**src/rtl/operand_fetch_pkg.sv**
```systemverilog
`default_nettype none
// ============================================================================
// Module      : operand_fetch_pkg
// Description : Shared CPU constants for the read side of the register file.
//               Holds the data and address widths, the hardwired-zero register
//               index, and the encoding used to pick an operand source.
// Revision    : 1.0  initial release
// ============================================================================
package operand_fetch_pkg;

  localparam int WORD_SIZE = 32;
  localparam int ADDR_W    = 5;

  localparam logic [ADDR_W-1:0] REG_ZERO = 5'd0;

  // Operand source, listed from highest to lowest priority.
  typedef enum logic [2:0] {
    FWD_ZERO = 3'd0,
    FWD_EX   = 3'd1,
    FWD_MEM  = 3'd2,
    FWD_WB   = 3'd3,
    FWD_RF   = 3'd4
  } fwd_sel_e;

endpackage
`default_nettype wire

```
**src/rtl/operand_fetch_fwd_mux.sv**
```systemverilog
`default_nettype none
// ============================================================================
// Module      : fwd_mux
// Description : Resolves one source operand. Compares the source address
//               against the EX, MEM and WB producers and returns the youngest
//               matching value; r0 always reads as zero. Purely combinational.
// Ports       : i_addr           source register index
//               i_ex_en/addr/data    EX producer (enable already excludes loads)
//               i_mem_en/addr/data   MEM producer
//               i_wb_en/addr/data    WB producer (same as the RF write port)
//               i_rf_data        register-file read data for i_addr
//               o_data           resolved operand
// Revision    : 1.0  initial release
// ============================================================================
module fwd_mux #(
  parameter int WORD_SIZE = 32,
  parameter int ADDR_W    = 5
) (
  input  logic [ADDR_W-1:0]    i_addr,
  input  logic                 i_ex_en,
  input  logic [ADDR_W-1:0]    i_ex_addr,
  input  logic [WORD_SIZE-1:0] i_ex_data,
  input  logic                 i_mem_en,
  input  logic [ADDR_W-1:0]    i_mem_addr,
  input  logic [WORD_SIZE-1:0] i_mem_data,
  input  logic                 i_wb_en,
  input  logic [ADDR_W-1:0]    i_wb_addr,
  input  logic [WORD_SIZE-1:0] i_wb_data,
  input  logic [WORD_SIZE-1:0] i_rf_data,
  output logic [WORD_SIZE-1:0] o_data
);
  import operand_fetch_pkg::*;

  fwd_sel_e w_sel;

  // Youngest producer wins. WB must still be forwarded because the register
  // file writes on the same edge and its read returns the old value.
  always_comb begin
    w_sel = FWD_RF;
    if (i_addr == REG_ZERO) begin
      w_sel = FWD_ZERO;
    end else if (i_ex_en && (i_ex_addr == i_addr)) begin
      w_sel = FWD_EX;
    end else if (i_mem_en && (i_mem_addr == i_addr)) begin
      w_sel = FWD_MEM;
    end else if (i_wb_en && (i_wb_addr == i_addr)) begin
      w_sel = FWD_WB;
    end
  end

  always_comb begin
    o_data = i_rf_data;
    case (w_sel)
      FWD_ZERO: o_data = '0;
      FWD_EX:   o_data = i_ex_data;
      FWD_MEM:  o_data = i_mem_data;
      FWD_WB:   o_data = i_wb_data;
      default:  o_data = i_rf_data;
    endcase
  end

endmodule
`default_nettype wire

```
**src/rtl/operand_fetch.sv**
```systemverilog
`default_nettype none
// ============================================================================
// Module      : operand_fetch
// Description : Issues register-file read addresses for the instruction in
//               decode, forwards results from EX/MEM/WB, stalls one cycle on a
//               load-use dependency, and registers the operands into the ID/EX
//               pipeline register under a valid/ready handshake.
// Ports       : clk, rst (synchronous, active-low)
//               id_*      decode-side instruction and handshake
//               rf_*      register-file read port
//               ex_fwd_data, mem_fwd_*, wb_*   forwarding sources
//               ex_*      ID/EX pipeline register and EX handshake
//               stall_count  saturating count of load-use stall cycles
// Revision    : 1.0  initial release
// ============================================================================
module operand_fetch #(
  parameter int WORD_SIZE = operand_fetch_pkg::WORD_SIZE,
  parameter int ADDR_W    = operand_fetch_pkg::ADDR_W,
  parameter int CNT_W     = 16
) (
  input  logic                 clk,
  input  logic                 rst,
  input  logic                 id_valid,
  output logic                 id_ready,
  input  logic [ADDR_W-1:0]    id_src1_addr,
  input  logic [ADDR_W-1:0]    id_src2_addr,
  input  logic [ADDR_W-1:0]    id_dst_addr,
  input  logic                 id_wr_en,
  input  logic                 id_is_load,
  output logic [ADDR_W-1:0]    rf_src1_addr,
  output logic [ADDR_W-1:0]    rf_src2_addr,
  input  logic [WORD_SIZE-1:0] rf_src1_data,
  input  logic [WORD_SIZE-1:0] rf_src2_data,
  input  logic [WORD_SIZE-1:0] ex_fwd_data,
  input  logic                 mem_fwd_valid,
  input  logic                 mem_fwd_wr_en,
  input  logic [ADDR_W-1:0]    mem_fwd_addr,
  input  logic [WORD_SIZE-1:0] mem_fwd_data,
  input  logic                 wb_wr_en,
  input  logic [ADDR_W-1:0]    wb_dst_addr,
  input  logic [WORD_SIZE-1:0] wb_data,
  output logic                 ex_valid,
  input  logic                 ex_ready,
  output logic [WORD_SIZE-1:0] ex_op1,
  output logic [WORD_SIZE-1:0] ex_op2,
  output logic [ADDR_W-1:0]    ex_dst_addr,
  output logic                 ex_wr_en,
  output logic                 ex_is_load,
  output logic [CNT_W-1:0]     stall_count
);
  import operand_fetch_pkg::*;

  localparam logic [CNT_W-1:0] c_cnt_max = '1;

  logic                 r_ex_valid;
  logic [WORD_SIZE-1:0] r_ex_op1;
  logic [WORD_SIZE-1:0] r_ex_op2;
  logic [ADDR_W-1:0]    r_ex_dst_addr;
  logic                 r_ex_wr_en;
  logic                 r_ex_is_load;
  logic [CNT_W-1:0]     r_stall_count;

  logic [WORD_SIZE-1:0] w_op1;
  logic [WORD_SIZE-1:0] w_op2;
  logic                 w_ex_fwd_en;
  logic                 w_load_in_ex;
  logic                 w_hazard;
  logic                 w_advance;

  assign rf_src1_addr = id_src1_addr;
  assign rf_src2_addr = id_src2_addr;

  // A load in EX has no result yet, so it is never a forwarding source; it
  // is the load-use hazard instead.
  assign w_ex_fwd_en  = r_ex_valid && r_ex_wr_en && !r_ex_is_load;
  assign w_load_in_ex = r_ex_valid && r_ex_is_load && r_ex_wr_en
                        && (r_ex_dst_addr != REG_ZERO);
  assign w_hazard     = id_valid && w_load_in_ex
                        && ((r_ex_dst_addr == id_src1_addr)
                            || (r_ex_dst_addr == id_src2_addr));
  assign w_advance    = !r_ex_valid || ex_ready;
  assign id_ready     = w_advance && !w_hazard && rst;

  fwd_mux #(.WORD_SIZE(WORD_SIZE), .ADDR_W(ADDR_W)) u_fwd_src1 (
    .i_addr     (id_src1_addr),
    .i_ex_en    (w_ex_fwd_en),
    .i_ex_addr  (r_ex_dst_addr),
    .i_ex_data  (ex_fwd_data),
    .i_mem_en   (mem_fwd_valid && mem_fwd_wr_en),
    .i_mem_addr (mem_fwd_addr),
    .i_mem_data (mem_fwd_data),
    .i_wb_en    (wb_wr_en),
    .i_wb_addr  (wb_dst_addr),
    .i_wb_data  (wb_data),
    .i_rf_data  (rf_src1_data),
    .o_data     (w_op1)
  );

  fwd_mux #(.WORD_SIZE(WORD_SIZE), .ADDR_W(ADDR_W)) u_fwd_src2 (
    .i_addr     (id_src2_addr),
    .i_ex_en    (w_ex_fwd_en),
    .i_ex_addr  (r_ex_dst_addr),
    .i_ex_data  (ex_fwd_data),
    .i_mem_en   (mem_fwd_valid && mem_fwd_wr_en),
    .i_mem_addr (mem_fwd_addr),
    .i_mem_data (mem_fwd_data),
    .i_wb_en    (wb_wr_en),
    .i_wb_addr  (wb_dst_addr),
    .i_wb_data  (wb_data),
    .i_rf_data  (rf_src2_data),
    .o_data     (w_op2)
  );

  // ID/EX register. A bubble clears only the valid bit; payload holds.
  always_ff @(posedge clk) begin
    if (!rst) begin
      r_ex_valid    <= 1'b0;
      r_ex_op1      <= '0;
      r_ex_op2      <= '0;
      r_ex_dst_addr <= '0;
      r_ex_wr_en    <= 1'b0;
      r_ex_is_load  <= 1'b0;
    end else if (w_advance) begin
      if (id_valid && !w_hazard) begin
        r_ex_valid    <= 1'b1;
        r_ex_op1      <= w_op1;
        r_ex_op2      <= w_op2;
        r_ex_dst_addr <= id_dst_addr;
        r_ex_wr_en    <= id_wr_en;
        r_ex_is_load  <= id_is_load;
      end else begin
        r_ex_valid    <= 1'b0;
      end
    end
  end

  // Counts every hazard cycle, including those overlapping EX back-pressure.
  always_ff @(posedge clk) begin
    if (!rst) begin
      r_stall_count <= '0;
    end else if (w_hazard && (r_stall_count != c_cnt_max)) begin
      r_stall_count <= r_stall_count + 1'b1;
    end
  end

  assign ex_valid    = r_ex_valid;
  assign ex_op1      = r_ex_op1;
  assign ex_op2      = r_ex_op2;
  assign ex_dst_addr = r_ex_dst_addr;
  assign ex_wr_en    = r_ex_wr_en;
  assign ex_is_load  = r_ex_is_load;
  assign stall_count = r_stall_count;

endmodule
`default_nettype wire
```
**config.mk**
```make
export PLATFORM = sky130hd
export DESIGN_NAME = operand_fetch
export DESIGN_NICKNAME = d
export VERILOG_FILES = /design/src/rtl/operand_fetch_pkg.sv /design/src/rtl/operand_fetch_fwd_mux.sv /design/src/rtl/operand_fetch.sv
export SDC_FILE = /design/constraint.sdc
export NUM_CORES = 1
export LEC_CHECK = 0
export ABC_AREA = 1
export BUFFER_PORTS_ARGS = -buffer_cell sky130_fd_sc_hd__buf_2
export CORE_UTILIZATION = 49
export DETAILED_ROUTE_END_ITERATION = 16
export GPL_TIMING_DRIVEN = 0
export PLACE_DENSITY = 0.87
export SYNTH_ARGS = -nofsm -noshare
export SYNTH_HDL_FRONTEND = slang
export SYNTH_SLANG_ARGS = --single-unit
```
**constraint.sdc**
```tcl
create_clock -name clk -period 2 [get_ports clk]
set_input_delay 0.3 -clock clk [delete_from_list [all_inputs] [get_ports clk]]
set_output_delay 0.3 -clock clk [all_outputs]
set_load 0.005 [all_outputs]
```
Yosys cells after proc, flatten, opt, wreduce, memory -nomap -nowiden:

Index checks and enable logic that the tools add are counted.

* register bits after elaboration: 88
* bits in latches: 0
* bits in writable memories: 0
* memory bits (read-only): 0
* output and inout bits: 99
* word-level logic and storage cells: 61
* memories kept: 0

* add/subtract/negate cells: 1
* multipliers: 0
* div/mod/pow operators: 0
* $lt $le $gt $ge: 0
* eq/ne operators: 13
* shift operators: 0
* multiplexer cells: 11
* bitwise gates (word level): 0
* reductions and logical operators: 29

Operators by type and width (number)
* 32-bit case mux with 4 select lines: 2
* 5-bit == test: 6
* 3-bit 2-to-1 mux: 8
* 1-bit logical AND: 18
* 16-bit by 1-bit adder with 16-bit output (second input constant): 1
* 16-bit != test (second input constant): 1
* 3-bit by 2-bit == test with 1-bit output (second input constant): 4
* 5-bit logical NOT: 2
* 3-bit by 1-bit == test with 1-bit output (second input constant): 2
* 3-bit logical NOT: 2
* 5-bit nonzero test: 1
* 1-bit logical NOT: 3
* 1-bit logical OR: 2
* 2-bit AND reduction: 1
* 1-bit 2-to-1 mux: 1

Depth between registers and ports, before layout:

Gate-level depths: netlist of the first run.

* depth in word-level cells: 8
* mapped depth: 15

By module:

A second synthesis of the first run with hierarchy kept.

* cell total of the unflattened synthesis: 1344
* area total of the unflattened synthesis: 7375.8 µm²

By module, submodules not included
* operand_fetch: instances 1, cells each 824, area an instance 5026.1 µm², sequential area each 1761.7 µm²
* fwd_mux: instances 2, cells each 260, area an instance 1174.9 µm², sequential area each 0.0 µm²

Least setup slack after synthesis of the first run:

OpenSTA, ideal clock, no wires.

* kind: register -> register
* start point: register r_stall_count[0], in the netlist stall_count[0]
* end point: register r_stall_count[11], in the netlist stall_count[11]
* library setup time: 116 ps
* data arrival time: 1589 ps
* path slack: 295 ps
* cell stages (with the launch flop): 9
* clock period less this slack: 1705 ps
* cell sequence: dfxtp_1 -> ha_1 -> inv_1 -> nor4_4 -> nand4_1 -> nand2_2 -> buf_2 -> o21bai_1 -> and3_1

* cells in the longest elaborated chain, start to end: 2

Ends and longest elaborated chain
* from (decl): RTL line operand_fetch.sv:61 `logic [CNT_W-1:0] r_stall_count;`
* from (signal assigned): RTL line operand_fetch.sv:142 `r_stall_count <= r_stall_count + 1'b1;`
* parallel branches: the longest is 2 deep, another holds 16-bit by 1-bit adder with 16-bit output

Several ways; the timed one is not identified.
A chain may end at the register's enable or synchronous reset.

Worst setup path after layout of the first run:

* start point: register r_ex_dst_addr[1], in the netlist ex_dst_addr[1]
* end point: register r_ex_op2[28], in the netlist ex_op2[28]

* cells in the longest elaborated chain, start to end: 7

Ends and longest elaborated chain
* from (decl): RTL line operand_fetch.sv:58 `logic [ADDR_W-1:0] r_ex_dst_addr;`
* from (signal assigned): RTL line operand_fetch.sv:128 `r_ex_dst_addr <= id_dst_addr;`
* parallel branches: the longest is 7 deep, another holds 32-bit case mux with 4 select lines
* to (signal assigned): RTL line operand_fetch.sv:127 `r_ex_op2 <= w_op2;`
* to (decl): RTL line operand_fetch.sv:57 `logic [WORD_SIZE-1:0] r_ex_op2;`

Several ways; the timed one is not identified.

==> results of run 1 <==
==> synth_stat cells <==
cell	n
a21oi_1	124
a21oi_2	24
and3_1	2
buf_1	1
buf_2	49
buf_4	11
buf_6	4
clkbuf_1	23
dfxtp_1	88
ha_1	1
inv_1	128
inv_2	14
nand2_1	232
nand2_2	2
nand3_1	142
nand3_2	1
nand3b_1	1
nand4_1	73
nor2_1	164
nor2_2	2
nor2_4	2
nor3_1	8
nor3_2	1
nor4_1	2
nor4_4	1
o21ai_0	3
o21ai_1	14
o21bai_1	1
xnor2_1	6
xor2_1	7
==> per-layer routing <==
metal  GRT usage (%)  vias to the layer above
met5               0                        -
met4            17.3                        0
met3            8.83                      111
met2            62.4                      595
met1            44.8                     4062
li1                -                     4303
==> worst paths after layout <==
path,slack [ns],to,from
worst min register to register,0.46,ex_op2[5],ex_op2[5]
worst max register to register,0.05,ex_op2[28],ex_dst_addr[1]
worst min-delay path,0.19,ex_is_load,id_is_load
worst max-delay path,0.05,ex_op2[28],ex_dst_addr[1]
==> power by group <==
part	leakage, uW	total [uW]	switching [uW]	internal (uW)
registers	0.000724	1920	64.7	1860
logic	0.00372	1170	667	499
clock network	0.000153	1890	756	1140
==> flip-flops by register name (all words and copies together) (netlist names) <==
name         cells
ex_dst_addr      5
ex_is_load       1
ex_op1          32
ex_op2          32
ex_valid         1
ex_wr_en         1
stall_count     16
==> cell usage in the layout, fill, tap and decap left out, types with 5 or more instances in the layout <==
master and instances:
xnor2_1 6, nor2_2 9, buf_2 321, nor3_1 8
a21oi_2 29, buf_6 14, clkbuf_16 11, nor2_1 156
inv_1 128, nand3_1 140, buf_4 26, inv_2 13
clkbuf_4 6, a21oi_1 119, xor2_1 7, clkbuf_1 16
clkbuf_2 5, nand2_1 225, o21ai_1 14, nand2_2 9
dfxtp_1 82, dfxtp_2 5, nand4_1 73
==> worst max-delay path, stage by stage, from the launching register on <==
cell and delay [ns]:
dfxtp_4 0.36, inv_4 0.07, nand2_1 0.06, nand2_2 0.06, inv_1 0.06, nor2_4 0.11, nand4_1 0.18, nand2_2 0.16
nor2_4 0.05, buf_12 0.16, buf_4 0.14, clkbuf_16 0.15, a21oi_1 0.12, nand2_1 0.07, a21oi_1 0.13
==> cell families after synthesis <==
family / count (synthesis)
AO/OA/AOI/OAI: 166
flip-flops: 88
buffers and inverters: 230
adder cells (fa/ha/maj): 1
XOR/XNOR: 13
AND/OR/NAND/NOR: 633
==> per-stage QoR <==
stage | setup TNS [ns] | util, % | hold WS (ns) | setup WS [ns]
after detailed placement | -4.55 | 62.9 | 0.455 | -0.128
after global placement | -4.25 | 62.9 | 0.451 | -0.126
after CTS | 0 | 65.5 | 0.182 | 0.00609
after floorplan | 0 | - | 0.442 | 0.295
final | 0 | 68.2 | 0.186 | 0.0525
after global routing | -0.763 | 68.2 | 0.208 | -0.0778
==> cell type report <==
class | instances | area share, %
plain buffers | 88 | 6.55
well taps | 176 | 2.45
clock buffers | 12 | 2.74
clock inverters | 4 | 0.848
repair buffers | 304 | 17.7
diodes | 3 | 0.0834
flip-flops and latches | 88 | 19.7
inverters | 142 | 5.95
multi-input cells | 814 | 44.0
==> what timing repair did <==
item / in CTS / in global routing
gates cloned: 0 / 5
buffers inserted: 1 / 8
pin swaps: 0 / 17
resized for setup: 3 / 108
endpoints found under the setup margin: 37 / 86
==> flow_summary.toml, run 1 <==
[status]
status = "finished clean"

[layout]
fillCellCount = 1230
multi_input_area_sq_um = 3960
nNetsFinal = 1642
area_delta_synth_final_pct = 35.9
stdcell_count = 1631
ff_latch_area_sq_um = 1770
fin_area_sq_um = 9000
layout-drive-gt1-share_pct = 32.2

[detailed_routing]
routedWlPerCell_um = 16.6
route.met3.wl_mm = 2.93
dr_total_vias = 9071
drt-total-wl_mm = 27.1
ant_nets = 0
met1_length_mm = 10.3
routed.top_layer = "met4"
first_pass_iters = 7
wl_met2_mm = 12.6
drt_iter0_markers = 1022
drc_errors = 0
via_per_inst = 5.56

[place]
postPlaceCellArea_sq_um = 8300
globalplace.congestion = 0.950
hpwlAfterDp_mm = 20.3
dp_cells = 1598
port_buffers = 291

[timing]
fin_crit_ns = 1.95
finalCritPeriodShare_pct = 97.4
slew_headroom_pct = 52.3
fmax_ghz = 0.513
finClkSkew_ns = 0.00737
worst_slew_pin_slew_ns = 0.715
maxSlewViolCount = 0
rsz0062_at_grt = "true"
hold_violations = 0
setup_viol = 0

[clock_network]
postCtsHoldBufs = 0
cts_htree_levels = 3
clockBufferDepth = 2
cts_buffers = 9
cts_num_sinks = 88
clock_latency_ns = 0.36
clk_pin_slew_ns = 0.07
cts_tree = "done"
cts-root-buf = "clkbuf_16"

[die]
die_height_um = 118
core_sq_um = 13200
start_util_pct = 50.2
io_pins = 293
rows = 42
fp.dieW_um = 118
dieArea_sq_um = 14000

[global_route]
grt_max_degree = 15
grt_overflow_total = 0
gr-usage-all-layers_pct = 37.2
grt_pass1_vias = 8308
antenna_found_initial = 4
grt_pass1_wl_mm = 41.4

[synth]
ys_types = 30
synth_area_sq_um = 6620
synthMuxAreaShare_pct = 0
yosysTopAreaCell = "dfxtp_1"
synthTopCellsByArea = "dfxtp_1 (27%), nand2_1 (13%), nand3_1 (11%), a21oi_1 (9.4%), nor2_1 (9.3%)"
synth_adder_area_share_pct = 0.189
synth_cells = 1131
synth-seq-area-share_pct = 26.6
synth-compound-area-share_pct = 13.9
syn_nets = 1326
ys_seq_elements = 88
synthXorXnorAreaFrac_pct = 1.72
yosys_warnings = 0
synthSimpleGateAreaFrac_pct = 42.5
synth_top_family_by_area = "simple AND/OR/NAND/NOR gates"
avgSynthCellArea_sq_um = 5.86
synth_top_cell_area_share_pct = 26.6

[worst_setup_path]
crit_fanout = 8
required_ns = 2.28
critPathKind = "reg2reg"
r2r_cells = 14
end_kind = "register"
cp_data_arrival_time_ns = 2.23
cp-start-kind = "register"

[pwr]
power.leakage_uw = 0.00459
total_power_uw = 4980
power.density_nw_per_um2 = 553
vdd_drop_max_uv = 632

[run]
maxCapViolCount = 0

[hold_path]
hold_class = "in2reg"
hold_depth = 3
No activity file was read; power rests on OpenSTA's default activity.
==> run 2, diff against run 1 <==
Settings changed: REMOVE_ABC_BUFFERS from default to 1.
==> run 2 against run 1 <==
The flow now finishes with violations (setup timing). Core utilization up 2.8 points. Clock skew up 0.0040 ns. Non-clock buffer count down 43. Critical path type unchanged. Highest routed layer unchanged.
==> flow_summary.toml, run 2 (synthesis gave the netlist of run 1 again) <==
[detailed_routing]
routedWlPerCell_um = 17.2
dr_total_vias = 9060
drc_errors = 0
via_per_inst = 5.68
drt_iter0_markers = 1113
drt-total-wl_mm = 27.4
first_pass_iters = 9
ant_nets = 0

[clock_network]
cts_num_sinks = 88
clk_pin_slew_ns = 0.07
postCtsHoldBufs = 0
cts_tree = "done"
clockBufferDepth = 2
clock_latency_ns = 0.35
cts_htree_levels = 3
cts_buffers = 9
cts-root-buf = "clkbuf_16"

[layout]
layout-drive-gt1-share_pct = 34.2
most-common-layout-cells = "buf_2 (292), nand2_1 (224), nand3_1 (136)"
stdcell_count = 1596
final_common_cell = "buf_2"
nNetsFinal = 1605
area_delta_synth_final_pct = 41.5

[worst_setup_path]
end_kind = "register"
critPathKind = "reg2reg"
slowest_stage = "dfxtp_4"
required_ns = 2.20
slowest_delay_ns = 0.36
cp_cell_sequence = "inv_4, nand2_2, nand2_2, inv_2, nor2_4, nand4_1, buf_8, nand2_8, nor2_4, buf_6, buf_12, nor2_2, nand3_2, nand2_1, a21oi_1"
crit_fanout = 16
cp_data_arrival_time_ns = 2.20
r2r_cells = 15
cp-start-kind = "register"

[die]
dieArea_sq_um = 14000
start_util_pct = 50.2
io_pins = 293
core_sq_um = 13200
rows = 42
fp.dieW_um = 118
die_height_um = 118

[status]
violations = "setup timing"
status = "finished with violations"

[timing]
rsz0062_at_grt = "true"
slew_headroom_pct = 55.9
timing.hold.ws_ns = 0.204
hold_violations = 0
fmax_ghz = 0.499
worst_slew_pin_slew_ns = 0.660
fin_ws_ns = -0.00392
finalCritPeriodShare_pct = 100
maxSlewViolCount = 0
finClkSkew_ns = 0.0114
setup_viol = 1
fin_crit_ns = 2.00

[hold_path]
hold_class = "in2reg"
hold_depth = 3

[place]
hpwlAfterDp_mm = 16.5
port_buffers = 292
dp_cells = 1526
globalplace.congestion = 0.932
dp_slack_ns = -0.943

[global_route]
grt_overflow_total = 0
antenna_found_initial = 5
grt_max_degree = 70
gr-usage-all-layers_pct = 35.4
grt_pass1_vias = 7736
grt_pass1_wl_mm = 39.3

[pwr]
power.leakage_uw = 0.00463
power.density_nw_per_um2 = 500
vdd_drop_max_uv = 375

[run]
maxCapViolCount = 0
[run 2: changes by cell type in the layout (fill, tap and decap cells not counted), sizes merged]
cell      previous run  this run
nand3              143       146
nand2              234       235
clkinvlp             1         2
nor2               169       171
clkinv               0         3
diode                3         5
bufinv               2         0
buf                365       342
inv                143       142
clkbuf              39        18
[run 2: report_power, final]
part	leakage (uW)	switching, uW	internal (uW)
sequential	0.000725	61.3	1850
clock	0.000126	752	843
combinational	0.00378	677	501
total	0.00463	1490	3200
[run 2: layout make-up]
class / count / area, sq um
Fill cell: 1127 / 3820
Clock buffer: 11 / 233
Tap cell: 176 / 220
Sequential cell: 88 / 1780
Clock inverter: 5 / 33.8
Timing Repair Buffer: 349 / 2310
Multi-Input combinational cell: 820 / 4240
Inverter: 142 / 543
Antenna cell: 5 / 12.5
[run 2: path summary, 6_finish.rpt]
kind / start / to / slack, ns
worst max-delay path: ex_dst_addr[1] / ex_op2[0] / -0.004
worst min-delay path: id_dst_addr[4] / ex_dst_addr[4] / 0.20
worst max register to register: ex_dst_addr[1] / ex_op2[0] / -0.004
worst min register to register: ex_op1[11] / ex_op1[11] / 0.46
[run 2: worst max-delay path, delay by kind of cell (launching register included)]
family	cells	cell delay, ns
AO/OA/AOI/OAI	1	0.06
buffers and inverters	5	0.61
flip-flops	1	0.36
AND/OR/NAND/NOR	9	0.83
[run 2: metrics by stage]
stage               instance area, sq um  TNS [ns]  total power (uW)  util (%)
global route                        9370     -2.51              4880      71.0
floorplan                           6160    -91.30              2460         -
CTS                                 8740         0              4590      66.2
detailed placement                  8170    -44.81              2970      62.0
finish                              9370  -0.00392              4690      71.0
global placement                    7840   -201.98              2940      59.4
[run 2: layer usage]
layer  track usage (%)  wire, um
met5                 0         0
met4              16.4      1280
met3              7.14      3040
met2              59.3     12800
met1              43.4     10300
[run 2: what timing repair did]
| item | CTS | global route |
|---|---|---|
| pin swaps | 7 | 44 |
| setup endpoints to repair | 75 | 75 |
| buffers inserted | 16 | 18 |
| gates cloned | 6 | 12 |
| gates resized for setup | 25 | 80 |
==> run 3, diff against run 2 <==
Settings changed: SKIP_LAST_GASP from default to 1.
==> run 3 against run 2 <==
Final cell count fell by 0.25%. Combinational power is essentially flat. Highest routed layer unchanged. The flow still finishes with violations (setup timing). Cell area is essentially flat. Register-to-register slack about the same. Clock power hardly changed. Critical path depth did not move.
==> flow_summary.toml, run 3 (synthesis gave the netlist of run 1 again) <==
[place]
globalplace.congestion = 0.932
hpwlAfterDp_mm = 16.5
port_buffers = 292
postPlaceCellArea_sq_um = 8170

[timing]
finClkSkew_ns = 0.0109
worst_slew_pin_slew_ns = 0.638
setup_viol = 1
maxSlewViolCount = 0
fin_crit_ns = 2.01
timing.hold.ws_ns = 0.201
hold_violations = 0
slew_headroom_pct = 57.4
fin_ws_ns = -0.0130
rsz0062_at_grt = "true"
finalCritPeriodShare_pct = 101
fmax_ghz = 0.497

[die]
io_pins = 293
dieArea_sq_um = 14000
fp.dieW_um = 118
core_sq_um = 13200
rows = 42
start_util_pct = 50.2
die_height_um = 118

[layout]
area_delta_synth_final_pct = 41.6
fillCellCount = 1127
fin_area_sq_um = 9380
final_common_cell = "buf_2"
most-common-layout-cells = "buf_2 (292), nand2_1 (224), nor2_1 (140)"
nNetsFinal = 1600
layout-drive-gt1-share_pct = 34.0

[detailed_routing]
ant_nets = 0
via_per_inst = 5.69
drt-total-wl_mm = 27.6
dr_total_vias = 9058
routedWlPerCell_um = 17.3
first_pass_iters = 9
drt_iter0_markers = 1262
drc_errors = 0

[clock_network]
cts_buffers = 9
clock_latency_ns = 0.35
cts_htree_levels = 3
cts-root-buf = "clkbuf_16"
cts_num_sinks = 88
clk_pin_slew_ns = 0.07
clockBufferDepth = 2
cts_tree = "done"

[worst_setup_path]
end_kind = "register"
slowest_delay_ns = 0.36
critPathKind = "reg2reg"
cp-start-kind = "register"
crit_fanout = 8
cp_cell_sequence = "inv_4, nand2_2, nand2_2, inv_2, nor2_4, nand4_1, buf_8, nand2_8, nor2_4, buf_12, buf_12, nor2_2, nand3_2, nand2_1, a21oi_1"
cp_data_arrival_time_ns = 2.21
required_ns = 2.20
slowest_stage = "dfxtp_4"

[status]
violations = "setup timing"
status = "finished with violations"

[global_route]
grt_overflow_total = 0
grt_pass1_vias = 7734
gr-usage-all-layers_pct = 35.3
grt_max_degree = 70
grt_pass1_wl_mm = 39.2
antenna_found_initial = 6

[pwr]
total_power_uw = 4710
power.leakage_uw = 0.00461
power.density_nw_per_um2 = 502
vdd_drop_max_uv = 378

[hold_path]
hold_class = "in2reg"

[run]
maxCapViolCount = 0
run 3: changes by cell type in the layout (fill, tap and decap cells not counted), moves of 2 or more:
| cell | before | now |
|---|---|---|
| clkbuf_16 | 16 | 14 |
| nor2_4 | 17 | 23 |
| nor2_2 | 21 | 8 |
| xor2_1 | 7 | 5 |
| xor2_2 | 0 | 2 |
| a21oi_1 | 112 | 116 |
| a21oi_2 | 36 | 31 |
| nand3_1 | 136 | 127 |
| nand3_2 | 6 | 15 |
| buf_4 | 20 | 22 |
| nor2_1 | 133 | 140 |
| buf_6 | 9 | 2 |
run 3: area by class of cell:
| cell class | instances | area, sq um | share of cell area [%] |
|---|---|---|---|
| multi-input cells | 820 | 4310 | 45.9 |
| flip-flops and latches | 88 | 1780 | 19.0 |
| clock buffers | 11 | 233 | 2.48 |
| repair buffers | 343 | 2220 | 23.7 |
| well taps | 176 | 220 | 2.35 |
| clock inverters | 5 | 33.8 | 0.360 |
| diodes | 6 | 15.0 | 0.160 |
| repair inverters | 1 | 8.76 | 0.0934 |
| inverters | 142 | 562 | 5.99 |
run 3: metal layers:
layer  track usage [%]  share of wire [%]  vias up
met5                 0                  0        -
met3              6.95                 12      131
met4              16.5                4.7        0
met1              43.4                 37     4010
li1                  -                  -     4241
met2              59.2                 47      676
run 3: worst paths after layout:
path	startpoint	slack, ns	endpoint	cells past startpoint
hold / removal	id_dst_addr[4]	0.20	ex_dst_addr[4]	3
hold reg to reg	ex_op1[11]	0.46	ex_op1[11]	2
setup / recovery	ex_dst_addr[1]	-0.01	ex_op2[0]	15
setup reg to reg	ex_dst_addr[1]	-0.01	ex_op2[0]	15
run 3: critical path, delay by kind of cell (launching register included):
kind	cells	cell delay (ns)
compound gates	1	0.06
buf+inv	5	0.63
flops	1	0.36
simple gates	9	0.80
run 3: per-stage QoR:
step	setup TNS, ns	util [%]	setup WS [ns]	cells
2_1_floorplan	-91.30	-	-1.41	1043
3_3_place_gp	-201.98	59.4	-3.51	1511
4_1_cts	-0.0206	66.1	-0.0107	1564
6_report	-0.0130	71.1	-0.0130	1592
5_1_grt	-2.40	71.1	-0.130	1592
3_5_place_dp	-44.81	62.0	-0.943	1526
run 3: timing repair:
item,4_1_cts,5_1_grt
pin swaps,6,27
setup endpoints to repair,75,75
gates cloned,6,9
buffers inserted,16,16
resized for setup,22,85
hold buffers,0,0
run 3: power breakdown:
part	switching (uW)	internal (uW)	total (uW)	leakage, uW
Combinational	686	512	1200	0.00376
Sequential	63.2	1860	1920	0.000725
Clock	749	842	1590	0.000126
